## config.mk

```make
export PLATFORM = sky130hd
export DESIGN_NAME = hazard3_regfile_ctrl
export DESIGN_NICKNAME = d
export VERILOG_FILES = /design/src/rtl/hazard3_regfile_pkg.sv /design/src/rtl/hazard3_regfile_init_walker.sv /design/src/rtl/hazard3_regfile_ctrl.sv
export SDC_FILE = /design/constraint.sdc
export NUM_CORES = 1
export LEC_CHECK = 0
export CAP_MARGIN = 20
export CORE_ASPECT_RATIO = 1.75
export CORE_MARGIN = 1.5
export CORE_UTILIZATION = 32
export CTS_BUF_LIST = sky130_fd_sc_hd__clkbuf_8
export CTS_CLUSTER_DIAMETER = 40
export CTS_CLUSTER_SIZE = 25
export DETAILED_ROUTE_END_ITERATION = 10
export MAX_ROUTING_LAYER = met4
export PLACE_DENSITY = 0.88
export SLEW_MARGIN = 25
export SYNTH_ARGS = -nofsm -noshare
export SYNTH_HDL_FRONTEND = slang
export SYNTH_HIERARCHICAL = 1
export SYNTH_SLANG_ARGS = --single-unit
```

## constraint.sdc

```tcl
create_clock -name clk -period 5.55 [get_ports clk]
set_input_delay 0.8325 -clock clk [delete_from_list [all_inputs] [get_ports clk]]
set_output_delay 0.8325 -clock clk [all_outputs]
set_load 0.01 [all_outputs]
```

## src/rtl/hazard3_regfile_pkg.sv

```systemverilog
// Shared definitions for the Hazard3 register file controller slice.
package hazard3_regfile_pkg;

  // Controller sequencing: initialise the non-reset array, then arbitrate.
  typedef enum logic {
    ST_INIT = 1'b0,
    ST_RUN  = 1'b1
  } rf_state_t;

  // a0 carries the hart ID after init.
  localparam int unsigned MHARTID_IDX = 10;

endpackage

```

## src/rtl/hazard3_regfile_init_walker.sv

```systemverilog
// Walks register indices 0..N_REGS-1 producing init writes, flags completion.
module hazard3_regfile_init_walker
  import hazard3_regfile_pkg::*;
#(
  parameter int unsigned       N_REGS      = 16,
  parameter int unsigned       W_DATA      = 32,
  parameter int unsigned       W_ADDR      = 5,
  parameter logic [W_DATA-1:0] MHARTID_VAL = '0
) (
  input  logic              clk,
  input  logic              rst_n,
  input  logic              en,
  output logic [W_ADDR-1:0] addr,
  output logic [W_DATA-1:0] data,
  output logic              last,
  output logic              done
);

  logic [W_ADDR-1:0] cnt;

  assign addr = cnt;
  assign last = (cnt == W_ADDR'(N_REGS - 1));
  assign data = (cnt == W_ADDR'(MHARTID_IDX)) ? MHARTID_VAL : '0;

  // Advance the walk index; latch done once the final index is written.
  always_ff @(posedge clk or negedge rst_n) begin
    // NOTE: sequential state uses non-blocking assignments so every flop
    // samples pre-edge values regardless of statement order.
    if (!rst_n) begin
      cnt  <= '0;
      done <= 1'b0;
    end else if (en) begin
      if (last) done <= 1'b1;
      else      cnt  <= cnt + 1'b1;
    end
  end

endmodule

```

## src/rtl/hazard3_regfile_ctrl.sv

```systemverilog
// Init sequencer and write/read-port-2 arbiter between core and debug module.
module hazard3_regfile_ctrl
  import hazard3_regfile_pkg::*;
#(
  parameter int unsigned       N_REGS       = 16,
  parameter int unsigned       W_DATA       = 32,
  parameter int unsigned       W_ADDR       = 5,
  parameter logic [W_DATA-1:0] MHARTID_VAL  = '0,
  parameter int unsigned       STARVE_LIMIT = 8
) (
  input  logic              clk,
  input  logic              rst_n,
  input  logic              core_wen,
  input  logic [W_ADDR-1:0] core_waddr,
  input  logic [W_DATA-1:0] core_wdata,
  input  logic [W_ADDR-1:0] core_raddr1,
  input  logic [W_ADDR-1:0] core_raddr2,
  input  logic              core_rd2_en,
  output logic              core_stall,
  output logic              init_done,
  input  logic              dbg_req,
  input  logic              dbg_write,
  input  logic [W_ADDR-1:0] dbg_addr,
  input  logic [W_DATA-1:0] dbg_wdata,
  output logic              dbg_ready,
  output logic              dbg_rvalid,
  output logic [W_DATA-1:0] dbg_rdata,
  output logic [W_ADDR-1:0] rf_raddr1,
  output logic [W_ADDR-1:0] rf_raddr2,
  output logic [W_ADDR-1:0] rf_waddr,
  output logic [W_DATA-1:0] rf_wdata,
  output logic              rf_wen,
  input  logic [W_DATA-1:0] rf_rdata2
);

  localparam int unsigned STARVE_W = $clog2(STARVE_LIMIT + 1);

  rf_state_t             state;
  logic [STARVE_W-1:0]   starve_cnt;
  logic                  force_dbg;
  logic                  wr_sel;
  logic                  dbg_wr_grant;
  logic                  dbg_rd_grant;
  logic                  core_wr;
  logic                  core_rd;
  logic [W_ADDR-1:0]     walk_addr;
  logic [W_DATA-1:0]     walk_data;
  logic                  walk_last;

  hazard3_regfile_init_walker #(
    .N_REGS      (N_REGS),
    .W_DATA      (W_DATA),
    .W_ADDR      (W_ADDR),
    .MHARTID_VAL (MHARTID_VAL)
  ) u_walker (
    .clk   (clk),
    .rst_n (rst_n),
    .en    (state == ST_INIT),
    .addr  (walk_addr),
    .data  (walk_data),
    .last  (walk_last),
    .done  (init_done)
  );

  // A debug request denied STARVE_LIMIT times wins the next cycle outright.
  assign force_dbg = (state == ST_RUN) && (starve_cnt == STARVE_W'(STARVE_LIMIT));

  // Port arbitration: init walk, else core first, else debug.
  always_comb begin
    // NOTE: every output gets a default up front so no path infers a latch.
    rf_raddr1    = core_raddr1;
    rf_raddr2    = core_raddr2;
    rf_waddr     = core_waddr;
    rf_wdata     = core_wdata;
    wr_sel       = 1'b0;
    dbg_wr_grant = 1'b0;
    dbg_rd_grant = 1'b0;
    core_stall   = 1'b1;
    core_wr      = 1'b0;
    core_rd      = 1'b0;
    if (state == ST_INIT) begin
      wr_sel   = 1'b1;
      rf_waddr = walk_addr;
      rf_wdata = walk_data;
    end else begin
      core_stall = force_dbg;
      core_wr    = core_wen & ~force_dbg;
      core_rd    = core_rd2_en & ~force_dbg;
      if (core_wr) begin
        wr_sel = 1'b1;
      end else if (dbg_req && dbg_write) begin
        wr_sel       = 1'b1;
        dbg_wr_grant = 1'b1;
        rf_waddr     = dbg_addr;
        rf_wdata     = dbg_wdata;
      end
      if (!core_rd && dbg_req && !dbg_write) begin
        dbg_rd_grant = 1'b1;
        rf_raddr2    = dbg_addr;
      end
    end
    // x0 is hardwired zero in RUN; the init walk still clears the BRAM word.
    rf_wen = wr_sel && ((state == ST_INIT) || (rf_waddr != '0));
  end

  assign dbg_ready = dbg_wr_grant | dbg_rd_grant;

  // The regfile registers read port 2, so its output already lines up with
  // the cycle after the grant; gate it so idle cycles read as zero.
  assign dbg_rdata = dbg_rvalid ? rf_rdata2 : '0;

  // Controller state, starvation tracking and debug read-valid flag.
  always_ff @(posedge clk or negedge rst_n) begin
    if (!rst_n) begin
      state      <= ST_INIT;
      starve_cnt <= '0;
      dbg_rvalid <= 1'b0;
    end else begin
      if (state == ST_INIT && walk_last) state <= ST_RUN;
      if (state == ST_INIT || !dbg_req || dbg_ready) starve_cnt <= '0;
      else                                            starve_cnt <= starve_cnt + 1'b1;
      dbg_rvalid <= dbg_rd_grant;
    end
  end

endmodule
```

==> flow_metrics.tcl <==
set metrics [dict create \
    status "completed" \
    cts_setup_buffers 0 \
    timing.fmax_mhz 234 \
    finalWirelength_um 7310 \
    worstPathArrival_ns 3.45 \
    start_util 0.336 \
    final_antenna_net_count 0 \
    dpl.cell_count 514 \
    finalCriticalPeriod_ns 4.28 \
    die_h_um 107 \
    finClkSkew_ns 0.00190 \
    final_common_cell "clkdlybuf4s50_1" \
    clk_pin_slew_ns 0.05 \
    crit_top_cell "clkdlybuf4s50_1" \
    pre_cts_ws_ns 1.26 \
    portBuffers 195 \
    worstSetupPathType "in -> out" \
    synthArstFlopShare 1.00 \
    ios 206 \
    rows 37 \
    leakagePower_nw 1.50 \
    mostFrequentLayoutCells "clkdlybuf4s50_1, nor2_1, mux2i_1" \
    cap_violations 0 \
    finalCritPeriodShare 0.771 \
    cts_sinks 12 \
    max_stage_delay_ns 0.59 \
    yosysWarnings 6 \
    peakVddDrop_v 0.000170 \
    dieArea_um2 6730 \
    grt_overflow 0 \
    grt_setup_unrepaired "no" \
    drc 0 \
    ys_types 31 \
    yosys.area_share.simple 0.245 \
    slew_headroom 0.524 \
    final_nets 567 \
    hpwl_um 6260 \
    r2r-end "dbg_rvalid" \
    worstSkewPairLatency_ns 0.25 \
    r2r-start "state" \
    synth-edff-count 0 \
    via_per_inst 4.43 \
    cts_buffers 3 \
    cts_root_buffer "clkbuf_8" \
    cpMaxStageDelayCell "clkdlybuf4s50_1" \
    synthAdderAreaFrac 0.0251 \
    path_cells "clkdlybuf4s50_1 > nand2_2 > a21oi_4 > buf_4 > mux2i_1 > a21oi_1 > clkdlybuf4s50_1" \
    synth_cells 260 \
    grt_pass1_wl_um 11200 \
    critical_path_required_ns 4.72 \
    layout-drive-gt1-share 0.0295 \
    hold_viol_final 0 \
    post_cts_resized 0 \
    r2r_cells 3 \
    ys_seq_elements 12 \
    hold_depth 1 \
    end_kind "output pin" \
    avgSynthCellArea_um2 7.66 \
    power.density_nw_per_um2 104 \
    design_power_total_mw 0.401 \
    core_area_um2 5930 \
    drt_iter0_drc 104 \
    holdPathEnd "u_walker/done" \
    worstMarginPinSlew_ns 0.714 \
    drv_slew 0 \
    diodes 0 \
    synth_top_family_by_area "simple AND/OR/NAND/NOR gates" \
    h-tree-depth 1 \
    finalWeightedCongestion 0.806 \
    holdBufCountCts 0 \
    wl_per_cell_um 14.1 \
    grt_max_degree 81 \
    antenna_found_initial 0 \
    crit_fanout 21 \
    synth.area.mux_share 0.219 \
    hold_path_class "reg -> reg" \
    cts_tree "yes" \
    startpoint_type "input port" \
    die_x_um 62.6 \
    reg2reg_slack_ns 3.77 \
    fin_ws_ns 1.27 \
    grt_pass1_vias 2210 \
    min_from "u_walker/done" \
    synth_xor_area_frac 0.0220 \
    clockBufferDepth 2 \
    netlist_area_um2 1990 \
    drt_first_pass_iters 4 \
    syn_to_final_growth_pct 92.9 \
    synth-main-ff-cell "dfrtp_1" \
    grt_usage 0.216 \
    place_area_um2 3790 \
    final_area_um2 3840 \
    final_cells 518 \
    synth_compound_area_frac 0.134 \
    via_count 2293 \
    setup_viol 0 \
    setup_tns_ns 0 \
    seq_area_frac_synth 0.151 \
]
==> stage by stage <==
| step | utilization | hold slack, ns |
|---|---|---|
| final | 0.648 | 0.458 |
| after global routing | 0.648 | 0.489 |
| after CTS | 0.648 | 0.458 |
| after detailed placement | 0.639 | 0.446 |
| after global placement | 0.639 | 0.442 |
| after floorplan | - | 0.451 |
==> critical path: cells and delay by family <==
| family | cells | cell delay [ns] |
|---|---|---|
| multiplexers | 1 | 0.13 |
| AND/OR/NAND/NOR | 1 | 0.14 |
| buffers and inverters | 3 | 1.63 |
| AO/OA/AOI/OAI | 2 | 0.69 |
==> synthesized netlist by cell type (2+ instances only) <==
master,instances,area share
clkbuf_1,10,0.019
buf_4,38,0.14
a21oi_1,37,0.093
mux2_1,5,0.028
xnor2_1,4,0.018
buf_12,3,0.030
nand4_1,2,0.0063
inv_1,4,0.0075
and3_1,2,0.0063
a21oi_4,2,0.016
and2_1,33,0.10
nor2_1,41,0.077
nand2_1,10,0.019
dfrtp_1,12,0.15
ha_1,4,0.025
mux2i_1,38,0.19
==> how the worst max path moves through the flow <==
stage,start,end
after floorplan,dbg_write,rf_wen
after global placement,dbg_write,rf_wdata[16]
after detailed placement,dbg_write,rf_wdata[26]
after CTS,dbg_write,rf_wdata[26]
after global routing,dbg_write,rf_wdata[18]
final,dbg_write,rf_wdata[26]
==> logic make-up after synthesis <==
kind of cell               count (synthesis)
muxes                                     43
adders and majority gates                  4
buffers and inverters                     56
and+or+nand+nor                           95
AOI/OAI and AO/OA                         44
DFF                                       12
xor gates and xnor gates                   5
other                                      1
==> power by group <==
part | internal, mW | switching, mW
sequential | 0.0887 | 0.00266
clock | 0.0628 | 0.0344
combinational | 0.144 | 0.0688
total | 0.295 | 0.106
==> sequential cells by signal, indices dropped and copies added (netlist names) <==
register       count
u_walker/addr      5
starve_cnt         4
dbg_rvalid         1
state              1
u_walker/done      1
==> cell type report <==
type | instances | area, um2
Multi-Input combinational cell | 223 | 1410
Clock buffer | 4 | 55.1
Tap cell | 78 | 97.6
Fill cell | 506 | 2080
Sequential cell | 12 | 302
Inverter | 4 | 15.0
Timing Repair Buffer | 197 | 1970
==> layer usage <==
layer	wire, um	global-route usage
met1	2480	0.200
met2	4170	0.437
met3	467	0.0397
met4	192	0.0635
met5	0	-
No activity file was read; power rests on OpenSTA's default activity.
